==> src/rtl/dmem_arb_pkg.sv <==
// Shared definitions for the data-memory arbiter: owner state encoding and
// the default starvation bound for debug-port requests.
package dmem_arb_pkg;

    // Who drives the single data-memory port in the current cycle.
    typedef enum logic {
        OWN_CPU = 1'b0,
        OWN_DBG = 1'b1
    } owner_e;

    // Default number of consecutive cycles a debug request may wait while
    // the CPU keeps the port busy (legal range 1..15).
    localparam int STARVE_LIMIT_DEF = 4;

    // Width of the starvation counter; wide enough for the full 1..15 range.
    localparam int WAIT_W = 4;

endpackage

==> src/rtl/dmem_arb_if.sv <==
// Bus bundle for the data-memory arbiter: CPU requester, debug/loader
// requester and the single dmem port. The slave modport is the arbiter's
// view; the master modport is the environment's view (requesters + memory).
interface dmem_arb_if;

    // CPU data access port
    logic        c_req;
    logic [31:0] c_addr;
    logic [31:0] c_wdata;
    logic [3:0]  c_we;
    logic [31:0] c_rdata;
    logic        c_stall;

    // Debug / loader port
    logic        d_req;
    logic [31:0] d_addr;
    logic [31:0] d_wdata;
    logic [3:0]  d_we;
    logic        d_gnt;
    logic [31:0] d_rdata;
    logic        d_valid;

    // Data memory port (combinational read of daddr)
    logic [31:0] daddr;
    logic [31:0] dwdata;
    logic [3:0]  dwe;
    logic [31:0] drdata;

    modport slave (
        input  c_req, c_addr, c_wdata, c_we,
        output c_rdata, c_stall,
        input  d_req, d_addr, d_wdata, d_we,
        output d_gnt, d_rdata, d_valid,
        output daddr, dwdata, dwe,
        input  drdata
    );

    modport master (
        output c_req, c_addr, c_wdata, c_we,
        input  c_rdata, c_stall,
        output d_req, d_addr, d_wdata, d_we,
        input  d_gnt, d_rdata, d_valid,
        input  daddr, dwdata, dwe,
        output drdata
    );

endinterface

==> src/rtl/dmem_arb.sv <==
// Data-memory arbiter: one dmem access per cycle, shared between the CPU
// and a debug/loader port. The CPU owns the port by default; a debug request
// takes one cycle whenever the CPU is idle, or after it has been passed over
// STARVE_LIMIT-1 consecutive busy cycles. Debug never gets two cycles in a row.
module dmem_arb
    import dmem_arb_pkg::*;
#(
    parameter int STARVE_LIMIT = STARVE_LIMIT_DEF,
    parameter int STALL_CNT_W  = 16
) (
    input  logic                   clk,
    input  logic                   reset,
    dmem_arb_if.slave              bus,
    output logic [STALL_CNT_W-1:0] stall_cnt
);

    // Last value wait_cnt reaches before the debug port must be served.
    localparam logic [WAIT_W-1:0] WAIT_LAST = WAIT_W'(STARVE_LIMIT - 1);

    owner_e            state;
    logic [WAIT_W-1:0] wait_cnt;
    logic              take_dbg;

    // Hand the next cycle to debug when it is pending and either the CPU is
    // idle or debug has already waited its full allowance.
    assign take_dbg = (state == OWN_CPU) && bus.d_req &&
                      (!bus.c_req || (wait_cnt == WAIT_LAST));

    // Owner FSM with its starvation counter.
    always_ff @(posedge clk or posedge reset) begin
        // NOTE: state is updated with <= so every flop samples pre-edge values.
        if (reset) begin
            state    <= OWN_CPU;
            wait_cnt <= '0;
        end else if (state == OWN_DBG) begin
            // Debug holds the port for exactly one cycle, granted or aborted.
            state    <= OWN_CPU;
            wait_cnt <= '0;
        end else if (take_dbg) begin
            state    <= OWN_DBG;
            wait_cnt <= '0;
        end else if (bus.d_req) begin
            // Debug pending but not taken implies the CPU is busy this cycle.
            wait_cnt <= wait_cnt + 1'b1;
        end else begin
            wait_cnt <= '0;
        end
    end

    // Steer the dmem port and requester status from the current owner.
    always_comb begin
        // NOTE: every output gets a default first so no path can infer a latch.
        bus.daddr   = bus.c_addr;
        bus.dwdata  = bus.c_wdata;
        bus.dwe     = 4'b0000;
        bus.c_rdata = bus.drdata;
        bus.c_stall = 1'b0;
        bus.d_gnt   = 1'b0;
        if (state == OWN_DBG) begin
            bus.daddr   = bus.d_addr;
            bus.dwdata  = bus.d_wdata;
            bus.dwe     = bus.d_req ? bus.d_we : 4'b0000;
            bus.d_gnt   = bus.d_req && !reset;
            bus.c_stall = bus.c_req;
        end else if (bus.c_req) begin
            bus.dwe = bus.c_we;
        end
        // No memory write may slip through while reset is held.
        if (reset) begin
            bus.dwe = 4'b0000;
        end
    end

    // Capture debug load data on each grant and pulse d_valid once.
    always_ff @(posedge clk or posedge reset) begin
        if (reset) begin
            bus.d_rdata <= '0;
            bus.d_valid <= 1'b0;
        end else begin
            bus.d_valid <= bus.d_gnt;
            if (bus.d_gnt) begin
                bus.d_rdata <= bus.drdata;
            end
        end
    end

    // Count CPU stall cycles, holding at all-ones instead of wrapping.
    always_ff @(posedge clk or posedge reset) begin
        if (reset) begin
            stall_cnt <= '0;
        end else if (bus.c_stall && (stall_cnt != '1)) begin
            stall_cnt <= stall_cnt + 1'b1;
        end
    end

endmodule

==> src/flat_wrapper.sv <==
// flat-port wrapper written by rule: the top's interface ports become plain ports
module dmem_arb_flat import dmem_arb_pkg::*;
#(
    parameter int STARVE_LIMIT = STARVE_LIMIT_DEF,
    parameter int STALL_CNT_W  = 16
)
  (clk, reset, stall_cnt, bus_c_req, bus_c_addr, bus_c_wdata, bus_c_we, bus_c_rdata, bus_c_stall, bus_d_req, bus_d_addr, bus_d_wdata, bus_d_we, bus_d_gnt, bus_d_rdata, bus_d_valid, bus_daddr, bus_dwdata, bus_dwe, bus_drdata);
  dmem_arb_if bus_i ();
  input  logic clk;
  input  logic reset;
  output logic [STALL_CNT_W-1:0] stall_cnt;
  input wire logic [$bits(bus_i.c_req)-1:0] bus_c_req;
  input wire logic [$bits(bus_i.c_addr)-1:0] bus_c_addr;
  input wire logic [$bits(bus_i.c_wdata)-1:0] bus_c_wdata;
  input wire logic [$bits(bus_i.c_we)-1:0] bus_c_we;
  output wire logic [$bits(bus_i.c_rdata)-1:0] bus_c_rdata;
  output wire logic [$bits(bus_i.c_stall)-1:0] bus_c_stall;
  input wire logic [$bits(bus_i.d_req)-1:0] bus_d_req;
  input wire logic [$bits(bus_i.d_addr)-1:0] bus_d_addr;
  input wire logic [$bits(bus_i.d_wdata)-1:0] bus_d_wdata;
  input wire logic [$bits(bus_i.d_we)-1:0] bus_d_we;
  output wire logic [$bits(bus_i.d_gnt)-1:0] bus_d_gnt;
  output wire logic [$bits(bus_i.d_rdata)-1:0] bus_d_rdata;
  output wire logic [$bits(bus_i.d_valid)-1:0] bus_d_valid;
  output wire logic [$bits(bus_i.daddr)-1:0] bus_daddr;
  output wire logic [$bits(bus_i.dwdata)-1:0] bus_dwdata;
  output wire logic [$bits(bus_i.dwe)-1:0] bus_dwe;
  input wire logic [$bits(bus_i.drdata)-1:0] bus_drdata;
  assign bus_i.c_req = bus_c_req;
  assign bus_i.c_addr = bus_c_addr;
  assign bus_i.c_wdata = bus_c_wdata;
  assign bus_i.c_we = bus_c_we;
  assign bus_c_rdata = bus_i.c_rdata;
  assign bus_c_stall = bus_i.c_stall;
  assign bus_i.d_req = bus_d_req;
  assign bus_i.d_addr = bus_d_addr;
  assign bus_i.d_wdata = bus_d_wdata;
  assign bus_i.d_we = bus_d_we;
  assign bus_d_gnt = bus_i.d_gnt;
  assign bus_d_rdata = bus_i.d_rdata;
  assign bus_d_valid = bus_i.d_valid;
  assign bus_daddr = bus_i.daddr;
  assign bus_dwdata = bus_i.dwdata;
  assign bus_dwe = bus_i.dwe;
  assign bus_i.drdata = bus_drdata;
  dmem_arb #(.STARVE_LIMIT(STARVE_LIMIT), .STALL_CNT_W(STALL_CNT_W)) u_core (.clk(clk), .reset(reset), .bus(bus_i), .stall_cnt(stall_cnt));
endmodule
==> config.mk <==
export PLATFORM = sky130hd
export DESIGN_NAME = dmem_arb_flat
export DESIGN_NICKNAME = d
export VERILOG_FILES = /design/src/rtl/dmem_arb_pkg.sv /design/src/rtl/dmem_arb_if.sv /design/src/rtl/dmem_arb.sv /design/src/flat_wrapper.sv
export SDC_FILE = /design/constraint.sdc
export NUM_CORES = 1
export LEC_CHECK = 0
export ABC_AREA = 0
export BUFFER_PORTS_ARGS = -buffer_cell sky130_fd_sc_hd__buf_2
export CELL_PAD_IN_SITES_DETAIL_PLACEMENT = 1
export CELL_PAD_IN_SITES_GLOBAL_PLACEMENT = 1
export CORE_AREA = 2 2 125 127
export CTS_CLUSTER_SIZE = 12
export DETAILED_ROUTE_END_ITERATION = 10
export DIE_AREA = 0 0 127 129
export MAX_ROUTING_LAYER = met4
export PLACE_DENSITY_LB_ADDON = 0.1
export SLEW_MARGIN = 15
export SYNTH_ARGS = -nofsm -noshare
export SYNTH_HDL_FRONTEND = slang
export SYNTH_SLANG_ARGS = --single-unit
==> constraint.sdc <==
create_clock -name clk -period 6.3 [get_ports clk]
set_clock_uncertainty 0.15 [all_clocks]
set_input_delay 0.315 -clock clk [delete_from_list [all_inputs] [get_ports clk]]
set_output_delay 0.315 -clock clk [all_outputs]
set_load 0.005 [all_outputs]
# == Word-level counts from Yosys, hierarchy flattened ==
# Index checks and enable logic that the tools add are counted.
# op_classes
n_eq_ne,2
bitwise,1
n_reduce_logical,7
add_sub_neg,2
mux,13
# op_table
operator,n
$mux W32,2
$mux W4,7
$add A16 B1 Y16 const B,1
$ne A16 B16 Y1 const B,1
$add A4 B1 Y4 const B,1
$eq A4 B2 Y1 const B,1
$logic_and A1 B1 Y1,4
$mux W1,4
$logic_not A1 Y1,2
$logic_or A1 B1 Y1,1
$not A1 Y1,1
# word_totals
reg_bits,54
in_bits,172
output_inout_bits,151

# == Logic depth before layout (Yosys ltp) ==
# depth
ltp_word,5
mapped_depth,6
ltp_nobuf,5

# == Least setup slack after synthesis ==
# OpenSTA, ideal clock, no wires.
# synth_path
path_kind,input port to output port
start,input reset
end,output bus_d_gnt
t_arrival_ps,2192
stages,4
n_path_buf,1
slack_ps,3643
cell_sequence,inv_1 > nand3_1 > buf_2 > inv_1
# synth_between
elab_chain_cells,3
# synth_lines
element,line_no,source
from (decl),flat_wrapper.sv:10,input logic reset;
$logic_not A1 Y1 (no line),n/a,
$logic_and A1 B1 Y1,dmem_arb.sv:63,bus.d_gnt = bus.d_req && !reset;
$mux W1,dmem_arb.sv:59,if (state == OWN_DBG) begin
to (decl),flat_wrapper.sv:22,output wire logic [$bits(bus_i.d_gnt)-1:0] bus_d_gnt;
# Every way passes these cells.

# == Worst setup path in the final report ==
# layout_path
start,register u_core.state
end,register u_core.stall_cnt[9]
# layout_between
elab_chain_cells,2
# layout_lines
element,line_no,source
from (decl),dmem_arb.sv:20,owner_e state;
from (signal assigned),dmem_arb.sv:33,state <= OWN_CPU;
from (signal assigned),dmem_arb.sv:37,state <= OWN_CPU;
from (signal assigned),dmem_arb.sv:40,state <= OWN_DBG;
$mux W1,dmem_arb.sv:59,
$logic_and A1 B1 Y1,dmem_arb.sv:91,end else if (bus.c_stall && (stall_cnt != '1)) begin
to (signal assigned),dmem_arb.sv:92,stall_cnt <= stall_cnt + 1'b1;
to (decl),dmem_arb.sv:14,output logic [STALL_CNT_W-1:0] stall_cnt
# Every way passes these cells.
# A chain may end at the register's enable or synchronous reset.

==> out/qor.json <==
{
  "timing": {
    "rsz0062_at_grt": "false",
    "timing_hold_violations_final": 0,
    "finalWorstPathRequiredPeriod_ns": 2.536,
    "timing.final.setup_violations": 0,
    "max_slew.worst_pin.slew_ns": 0.8380,
    "maxClockFrequency_ghz": 0.3943,
    "max-slew-margin-rel_pct": 44.13,
    "timing.setup.tns_ns": 0,
    "fin_crit_sh_pct": 40.26,
    "final_max_slew_viol_count": 0
  },
  "job": {
    "cap_viol_max_count": 0
  },
  "grt": {
    "pin_count_of_the_biggest_net_entering_global_routing": 68,
    "first_pass_grt_wire_length_mm": 18.30,
    "antenna_found_initial": 2,
    "first_global_vias": 3241,
    "grt_overflow": 0,
    "global_route.usage.total_pct": 15.00
  },
  "logic_synthesis": {
    "yosysUniqueCellTypes": 35,
    "synthesis.area_per_instance_um2": 12.00,
    "mux_cell_area_share_after_synthesis_pct": 33.32,
    "ys.warnings.count": 0,
    "top_area_cells_in_the_synthesized_netlist": "sky130_fd_sc_hd__dfrtp_1 (41%), sky130_fd_sc_hd__mux2_2 (33%), sky130_fd_sc_hd__buf_4 (7.5%)",
    "synth_area_um2": 3312,
    "yosys.area_share.xor_xnor_pct": 3.438,
    "yosys.area_share.adder_pct": 0.7556,
    "synth_cells": 276,
    "synth_compound_gate_area_share_pct": 3.287,
    "synth.yosys.seq_area_share_pct": 40.80,
    "synth_top_family_by_area": "multiplexers",
    "syn_nets": 450,
    "synth_top_area_share_pct": 40.80,
    "dominant_cell_type_by_area_after_synthesis": "sky130_fd_sc_hd__dfrtp_1",
    "synth_simple_gate_area_share_pct": 9.105,
    "number_of_synthesized_register_bits": 54
  },
  "routing": {
    "drt-wirelength-per-cell_um": 17.22,
    "firstDrtPassIters": 4,
    "via_count": 3281,
    "routed_wl_mm": 13.02,
    "vias_per_cell": 4.340,
    "drc": 0,
    "detailedRoute.firstIterationViolations": 81,
    "ant_nets": 0
  },
  "cells_and_area": {
    "area_of_the_multi_input_gates_um2": 1653,
    "drive_gt1_share_pct": 77.74,
    "layout.area.seq_um2": 1353,
    "mostFrequentLayoutCell": "sky130_fd_sc_hd__buf_2",
    "final_cell_mix": "sky130_fd_sc_hd__buf_2 (322), sky130_fd_sc_hd__mux2_2 (97), sky130_fd_sc_hd__dfrtp_1 (53)",
    "final_nets": 739,
    "n_fill_cell": 1784,
    "syn2layout_area_growth_pct": 52.93
  },
  "clocking": {
    "ctsHtreeMaxLevel": 2,
    "cts.sink_count": 54,
    "inserted_clock_buffers": 5,
    "cts_hold_buffers": 0,
    "cts.clk_slew.worst_paths_ns": 0.07,
    "cts-resized-gates": 0,
    "clk_path_buf_depth": 2,
    "root_buffer": "sky130_fd_sc_hd__clkbuf_16",
    "tritoncts_clock_tree": "done",
    "post_cts_buffers": 0,
    "clk_lat_worst_skew_ns": 0.29
  },
  "critical_path": {
    "start_kind": "flop",
    "timing.critical_path.to_type": "flop",
    "cp_top_family": "simple AND/OR/NAND/NOR gates",
    "worstPathCellList": "buf_4 > nand2_2 > or3_4 > nor4_1 > xor2_1",
    "crit_path_max_fanout": 67,
    "cp_num_cells": 5,
    "path_class": "flop to flop",
    "worst_path_max_delay_cell": "sky130_fd_sc_hd__buf_4",
    "arrival_ns": 2.61,
    "ff_to_ff_path_depth": 5,
    "critical_path_buffer_and_inverter_count": 1,
    "worst_path_largest_cell_delay_ns": 0.66,
    "worst-endpoint-required_ns": 6.37
  },
  "outcome": {
    "run_status": "finished, final reports clean"
  },
  "floorplanning": {
    "die_height_um": 129,
    "die_w_um": 127,
    "ioPinCount": 323,
    "design.die.area_um2": 16380,
    "coreArea_um2": 14980,
    "num_rows": 45,
    "initial_util_pct": 22.11
  },
  "power": {
    "irDropWorstVdd_mv": 0.1320,
    "total_power_density_per_cell_area_nw_per_um2": 217.4,
    "finalPower_mw": 1.101,
    "p_leak_nw": 2.716
  },
  "hold_path": {
    "timing.hold.worst.class": "input pin to asynchronous set/reset pin"
  },
  "place": {
    "place.detailed.hpwl_mm": 11.10,
    "numPortBuffers": 322,
    "globalplace.congestion": 0.7558
  }
}
power by group:
| part | total (mW) | internal, mW | switching, mW |
|---|---|---|---|
| clock network | 0.312 | 0.188 | 0.124 |
| registers | 0.455 | 0.411 | 0.0437 |
| logic | 0.334 | 0.192 | 0.142 |
through the flow:
stage	instances	cell area (µm²)	utilization (%)	setup slack, ns	hold WS [ns]
detailed placement	746	4893	32.67	3.753	0.3058
global route	756	5065	33.82	3.518	0.1131
CTS	754	5060	33.78	3.722	0.1130
finish	756	5065	33.82	3.764	0.1151
global placement	746	4893	32.67	3.789	0.3026
floorplan	276	3312	-	3.643	0.2805
worst paths after layout:
check,slack [ns],end,startpoint
setup / recovery,3.76,u_core.stall_cnt[9]$_DFFE_PP0P_,u_core.state$_DFF_PP0_
hold / removal,0.12,u_core.bus.d_rdata[26]$_DFFE_PP0P_,reset
setup reg to reg,3.76,u_core.stall_cnt[9]$_DFFE_PP0P_,u_core.state$_DFF_PP0_
hold reg to reg,0.32,u_core.wait_cnt[0]$_DFF_PP0_,u_core.wait_cnt[0]$_DFF_PP0_
max in group asynchronous,5.39,u_core.state$_DFF_PP0_,reset
min in group clk,0.12,u_core.bus.d_rdata[3]$_DFFE_PP0P_,bus_drdata[3]
state kept, by name, indices dropped and copies added, names as in the netlist:
name                cells
u_core.state            1
u_core.wait_cnt         4
u_core.stall_cnt       16
u_core.bus.d_valid      1
u_core.bus.d_rdata     32
area by class of cell:
type / count / area share (%)
Clock buffer: 6 / 2.544
Timing Repair Buffer: 325 / 32.26
Clock inverter: 2 / 0.7411
Antenna cell: 2 / 0.09881
Sequential cell: 54 / 26.70
Multi-Input combinational cell: 174 / 32.63
Tap cell: 188 / 4.644
Inverter: 5 / 0.3706
kinds of logic after synthesis:
family                     Yosys count
adders and majority gates            2
DFF                                 54
muxes                               98
xor gates and xnor gates            13
AOI/OAI and AO/OA                   12
buffers and inverters               48
and+or+nand+nor                     49
layer usage:
| layer | vias to the layer above | track usage, % | wire [µm] |
|---|---|---|---|
| li1 | 1541 | - | - |
| met1 | 1542 | 16.49 | 4793 |
| met2 | 188 | 27.04 | 7040 |
| met3 | 10 | 3.326 | 993 |
| met4 | 0 | 4.783 | 189 |
| met5 | - | - | 0 |
worst reg2reg max path, stage by stage (launching register included):
cell                      delay [ns]
sky130_fd_sc_hd__dfrtp_2        0.43
sky130_fd_sc_hd__buf_4          0.66
sky130_fd_sc_hd__nand2_2        0.32
sky130_fd_sc_hd__or3_4          0.41
sky130_fd_sc_hd__nor4_1         0.33
sky130_fd_sc_hd__xor2_1         0.17
synthesized netlist by cell type:
cell and number:
sky130_fd_sc_hd__mux2_2 97, sky130_fd_sc_hd__dfrtp_1 54, sky130_fd_sc_hd__buf_4 33, sky130_fd_sc_hd__nor2_1 10
sky130_fd_sc_hd__xor2_1 9, sky130_fd_sc_hd__nand3_1 8, sky130_fd_sc_hd__clkbuf_1 7, sky130_fd_sc_hd__nand2_1 6
sky130_fd_sc_hd__inv_1 5, sky130_fd_sc_hd__nor4_1 5, sky130_fd_sc_hd__a32oi_1 4, sky130_fd_sc_hd__nor3_1 4
sky130_fd_sc_hd__xnor2_1 4, sky130_fd_sc_hd__buf_2 3, sky130_fd_sc_hd__a21oi_1 2, sky130_fd_sc_hd__ha_1 2
sky130_fd_sc_hd__nand2b_1 2, sky130_fd_sc_hd__nand4_2 2, sky130_fd_sc_hd__o2111ai_1 2, sky130_fd_sc_hd__or4_1 2
sky130_fd_sc_hd__a31oi_1 1, sky130_fd_sc_hd__and3_1 1, sky130_fd_sc_hd__and3b_1 1, sky130_fd_sc_hd__mux2_1 1
sky130_fd_sc_hd__nand2_2 1, sky130_fd_sc_hd__nand3_2 1, sky130_fd_sc_hd__nand4_1 1, sky130_fd_sc_hd__nand4_4 1
sky130_fd_sc_hd__nor2b_1 1, sky130_fd_sc_hd__nor4_2 1, sky130_fd_sc_hd__o21a_1 1, sky130_fd_sc_hd__o21ai_0 1
sky130_fd_sc_hd__o41ai_4 1, sky130_fd_sc_hd__or3_4 1, sky130_fd_sc_hd__or3b_2 1
Power figures use the tool's default switching activity.
